`config.mk`:
```
export PLATFORM = sky130hd
export DESIGN_NAME = car_park_controller
export DESIGN_NICKNAME = d
export VERILOG_FILES = /design/src/rtl/car_park_pkg.sv /design/src/rtl/car_park_timer.sv /design/src/rtl/car_park_controller.sv
export SDC_FILE = /design/constraint.sdc
export NUM_CORES = 1
export LEC_CHECK = 0
export BUFFER_PORTS_ARGS = -buffer_cell sky130_fd_sc_hd__buf_2
export CORE_ASPECT_RATIO = 1.2
export CORE_MARGIN = 1.5
export CORE_UTILIZATION = 55
export CTS_CLUSTER_SIZE = 25
export DETAILED_ROUTE_END_ITERATION = 7
export PLACE_DENSITY = 0.91
export SLEW_MARGIN = 20
export SYNTH_ARGS = -nofsm -noshare
export SYNTH_HDL_FRONTEND = slang
export SYNTH_SLANG_ARGS = --single-unit
```
`constraint.sdc`:
```
create_clock -name clock -period 5.26 [get_ports clock]
set_input_delay 0.526 -clock clock [delete_from_list [all_inputs] [get_ports clock]]
set_output_delay 0.526 -clock clock [all_outputs]
set_load 0.005 [all_outputs]
```
`src/rtl/car_park_pkg.sv`:
```
// car_park_pkg: shared FSM state type and width helpers for the car-park entry controller.
package car_park_pkg;

    typedef enum logic [1:0] {IDLE, WAIT_PW, OPEN, LOCKED} state_t;

    function automatic int width_for(input int n);
        return $clog2(n + 1);
    endfunction

    function automatic int timer_w(input int gate_cycles, input int lock_cycles);
        return width_for(gate_cycles > lock_cycles ? gate_cycles : lock_cycles);
    endfunction

endpackage

```
`src/rtl/car_park_timer.sv`:
```
// car_park_timer: loadable down-counter; done marks the last cycle of the loaded interval.
module car_park_timer #(
    parameter int W = 5
) (
    input  logic         clock,
    input  logic         reset,
    input  logic         load,
    input  logic [W-1:0] load_val,
    output logic         done
);

    logic [W-1:0] value;

    always_ff @(posedge clock) begin
        if (reset)
            value <= '0;
        else if (load)
            value <= load_val;
        else if (value != '0)
            value <= value - 1'b1;
    end

    assign done = value == W'(1);

endmodule

```
`src/rtl/car_park_controller.sv`:
```
// car_park_controller: password-checked entry gate with keypad lockout and occupancy tracking.
module car_park_controller
    import car_park_pkg::*;
#(
    parameter int                  PW_WIDTH    = 4,
    parameter logic [PW_WIDTH-1:0] PASSWORD    = 4'b1010,
    parameter int                  MAX_TRIES   = 3,
    parameter int                  LOCK_CYCLES = 16,
    parameter int                  GATE_CYCLES = 4,
    parameter int                  CAPACITY    = 8
) (
    input  logic                            clock,
    input  logic                            reset,
    input  logic                            entry_sensor,
    input  logic                            exit_sensor,
    input  logic                            pw_valid,
    input  logic [PW_WIDTH-1:0]             password,
    output logic                            gate_open,
    output logic                            green,
    output logic                            red,
    output logic                            lockout,
    output logic                            full,
    output logic [$clog2(CAPACITY+1)-1:0]   count
);

    localparam int TRW = width_for(MAX_TRIES);
    localparam int TW  = timer_w(GATE_CYCLES, LOCK_CYCLES);

    state_t          state, state_nx;
    logic [TRW-1:0]  tries, tries_nx, tries_inc;
    logic            inc, dec, load, done;
    logic [TW-1:0]   load_val;

    car_park_timer #(.W(TW)) u_timer (
        .clock    (clock),
        .reset    (reset),
        .load     (load),
        .load_val (load_val),
        .done     (done)
    );

    assign tries_inc = tries + 1'b1;

    always_comb begin
        state_nx = state;
        tries_nx = tries;
        inc      = 1'b0;
        load     = 1'b0;
        load_val = TW'(GATE_CYCLES);
        unique case (state)
            IDLE:    if (entry_sensor && !full) state_nx = WAIT_PW;
            WAIT_PW: begin
                if (pw_valid && password == PASSWORD) begin
                    state_nx = OPEN;
                    tries_nx = '0;
                    inc      = 1'b1;
                    load     = 1'b1;
                end else if (pw_valid) begin
                    tries_nx = tries_inc;
                    if (tries_inc == TRW'(MAX_TRIES)) begin
                        state_nx = LOCKED;
                        load     = 1'b1;
                        load_val = TW'(LOCK_CYCLES);
                    end
                end else if (!entry_sensor) begin
                    state_nx = IDLE;
                    tries_nx = '0;
                end
            end
            OPEN:    if (done) state_nx = IDLE;
            LOCKED:  if (done) begin
                state_nx = IDLE;
                tries_nx = '0;
            end
        endcase
    end

    // Exit at zero occupancy is ignored; simultaneous entry and exit cancel.
    assign dec = exit_sensor && count != '0;

    always_ff @(posedge clock) begin
        if (reset) begin
            state <= IDLE;
            tries <= '0;
            count <= '0;
        end else begin
            state <= state_nx;
            tries <= tries_nx;
            if (inc && !dec)
                count <= count + 1'b1;
            else if (dec && !inc)
                count <= count - 1'b1;
        end
    end

    assign full      = count == ($clog2(CAPACITY+1))'(CAPACITY);
    assign gate_open = state == OPEN;
    assign green     = state == OPEN;
    assign lockout   = state == LOCKED;
    assign red       = state == WAIT_PW || state == LOCKED || (state == IDLE && full);

endmodule
```
==> run summary <==
Dividing total power by cell area gives a power density of 492.9 mW/mm^2. After clock tree synthesis, the clock-pin slew on the worst setup and hold paths is 90 ps. The run gives 0.7547 as the headroom to the max-slew limit. Once the clock tree was built, the resizer swapped 0 gates to a different size. The tightest min-delay check is of the reg -> reg type.

The combinational power share came out at 0.506. STA classifies the critical path startpoint as a register. The half-perimeter wire length of the detailed placement result came out at 1373 um. The count of nets left with antenna violations once routing finished came out at 0. The part of the cycle the worst path needs came out at 0.4723. The die is 39.27 um wide. Setup total negative slack on the finished layout was measured at 0 ps.

In this run the vertical extent of the chip is 46.53 um. The number of buffers added for setup after CTS was 0; the routability congestion estimate was 0.7564. The number of global-route vias before repair came out at 723. In the synthesized netlist the dominant register cell turns out to be dfxtp_1.

Global routing finished with a remaining overflow of 0. The net switching fraction of the power was 0.4201; the overall power of the completed layout was 477.4 uW. Net count after synthesis: 116. The number of different library cells used by synthesis comes to 36. After floorplanning, the core was sized to cover 0.001464 sq mm. Post-synthesis area per instance: 8.771 sq um. At the pin with the least slew margin, the transition time is 367.5 ps.

Hold is met by 533.8 ps. After detailed routing, the number of vias per cell comes to 5.969. In the layout the commonest cells are buf_2 (17), nor2_1 (16), dfxtp_1 (13). Summing every instance area after synthesis gives 868.3 sq um.

STA classifies the critical path endpoint as a register. The run finished with clean final reports. The tools report the number of hold buffers added after cts as 0. Setup slack on the critical path of the routed design comes to 2776 ps. The register bit total from synthesis was 13; the wire length after detailed routing was 1807 um. The post-layout minimum cycle time is 2484 ps. The worst setup path is of the reg -> reg kind. The tools report the clock power share as 0.137.

Entering global routing, the biggest net connects 14 pins. Maximum buffer depth of the clock tree: 2. Once layout is complete, the cells apart from fillers number 131. The number of antenna violations at the first check in global routing was 0; the worst-case setup slack after placement was 2619 ps.

VDD sags by at most 265.6 uV. The floorplan has 15 rows. The tools report the global-route total usage across every layer as 0.2500. STA puts the critical path data required time at 5440 ps.

For this design the total switching power over the nets is 200.6 uW. The number of endpoints with negative hold slack in the final report was 0. The share of cells above drive strength 1 came out at 0.2456. The async set or reset register ratio after synthesis is 0, and the final number of setup-violating endpoints is 0.

The total number of vias was 782; the starting DRC count in detailed routing was 10. For the worst-skew pair, the clock arrives at the later sink with an insertion delay of 290 ps. During synthesis, Yosys emitted a total of 0 warnings. Setup repair after global routing left no endpoint under its margin. After detailed placement, the design holds a cell count of 127.

Counting the fill cells in the layout gives 117. Clock tree synthesis inserted a total of 3 buffers. Internal power comes to 276.8 uW.

TritonCTS built the clock tree. For the initial core utilization, the log shows 0.5932. The post-detailed-route wirelength per cell works out to 13.79 um. Data arrives at the worst endpoint at 2670 ps.

Leaving out fill and tap cells, the most frequent cell in the layout is buf_2. The tools report the max-slew violation count as 0. Summed over all cells, the static leakage comes to 0.4440 nW. The global-route wire length before repair was 2973 um.

For the sequential area share after synthesis, the log shows 0.2997. The part of the power in registers was 0.357; the number of buffers inserted by port buffering was 17. Clock skew on the completed layout was measured at 5.168 ps. For this run, design rule violations remaining after detail routing come to 0.

0 antenna diodes ended up in the layout. Counting flops with a built-in enable in the synthesized netlist gives 0. The number of search-and-repair iterations in the first detailed-routing pass was 4.

The buffer type at the clock tree root is clkbuf_4. The area growth from synthesis to layout is 11.53%, and the maximum fanout along the worst path is 11. The die covers 0.001827 sq mm. For the number of instances in the synthesized netlist, the log shows 99. The CTS sink count is 13.

For this run, the post-layout net count is 132. The number of levels in the clock H-tree is 1, and the boundary pin count is 18. The tool flagged a number of max-cap violations equal to 0. For this run, the top clock speed supported by timing is 402.6 MHz.
[cells in the mapped netlist, types with 3 or more instances]
cell / n / area share
xor2_1: 3 / 0.030
clkbuf_1: 3 / 0.013
nand2_1: 6 / 0.026
inv_1: 6 / 0.026
nor2b_1: 4 / 0.029
a211oi_1: 4 / 0.035
nor2_1: 16 / 0.069
dfxtp_1: 13 / 0.30
a21oi_1: 3 / 0.017
buf_4: 3 / 0.026
ha_1: 7 / 0.10
[final cells by class]
cell class	instances	area (sq um)	share of cell area
Clock inverter	1	5.005	0.005168
Multi-Input combinational cell	74	551.8	0.5698
Tap cell	17	21.27	0.02196
Clock buffer	3	22.52	0.02326
Inverter	6	22.52	0.02326
Timing Repair Buffer	17	85.08	0.08786
Sequential cell	13	260.3	0.2687
[state kept, by name, summed over array words and instances (netlist names)]
register       flops
u_timer.value      5
count              4
state              2
tries              2
[per-layer routing]
metal / vias up / routed length (um) / global-route usage
met5: - / 0 / 0
met4: 0 / 99 / 0.2414
met3: 8 / 116 / 0.04348
met2: 39 / 891 / 0.4100
met1: 358 / 700 / 0.2589
li1: 377 / - / -
[power by group through the flow]
| stage | logic (mW) | registers, mW | clock network (mW) |
|---|---|---|---|
| after floorplan | 0.186 | 0.163 | 0 |
| after global placement | 0.223 | 0.170 | 0 |
| after detailed placement | 0.240 | 0.171 | 0 |
| after CTS | 0.242 | 0.169 | 0.0690 |
| after global routing | 0.273 | 0.177 | 0.0720 |
| final | 0.242 | 0.170 | 0.0654 |
[cell families (layout without fill, tap and decap cells)]
group | count (synthesis) | count (layout) | share of synthesized area
XOR/XNOR | 5 | 5 | 0.05044
buffers and inverters | 12 | 27 | 0.06484
AO/OA/AOI/OAI | 17 | 17 | 0.1556
AND/OR/NAND/NOR | 40 | 40 | 0.2464
multiplexers | 4 | 4 | 0.05908
adder cells (fa/ha/maj) | 8 | 8 | 0.1239
flip-flops | 13 | 13 | 0.2997
[final timing paths]
kind	cells after the start	slack [ps]	end	from
setup / recovery	9	2780	count[3]	state[0]
hold / removal	2	530	u_timer.value[1]	u_timer.value[1]
hold reg to reg	2	530	u_timer.value[1]	u_timer.value[1]
setup reg to reg	9	2780	count[3]	state[0]
[worst max-delay path: stages (launching register included)]
cell and delay (ps):
dfxtp_1 550, nand3b_1 180, nor2_1 210, ha_1 210, inv_1 100, ha_1 340, a21oi_1 190, a211oi_1 100
a31oi_1 160, mux2_2 340
[through the flow]
stage / util / area (sq um)
after global placement: 0.6427 / 940.9
after floorplan: - / 868.3
after CTS: 0.6615 / 968.4
after detailed placement: 0.6427 / 940.9
after global routing: 0.6615 / 968.4
final: 0.6615 / 968.4
Power figures use the tool's default switching activity.
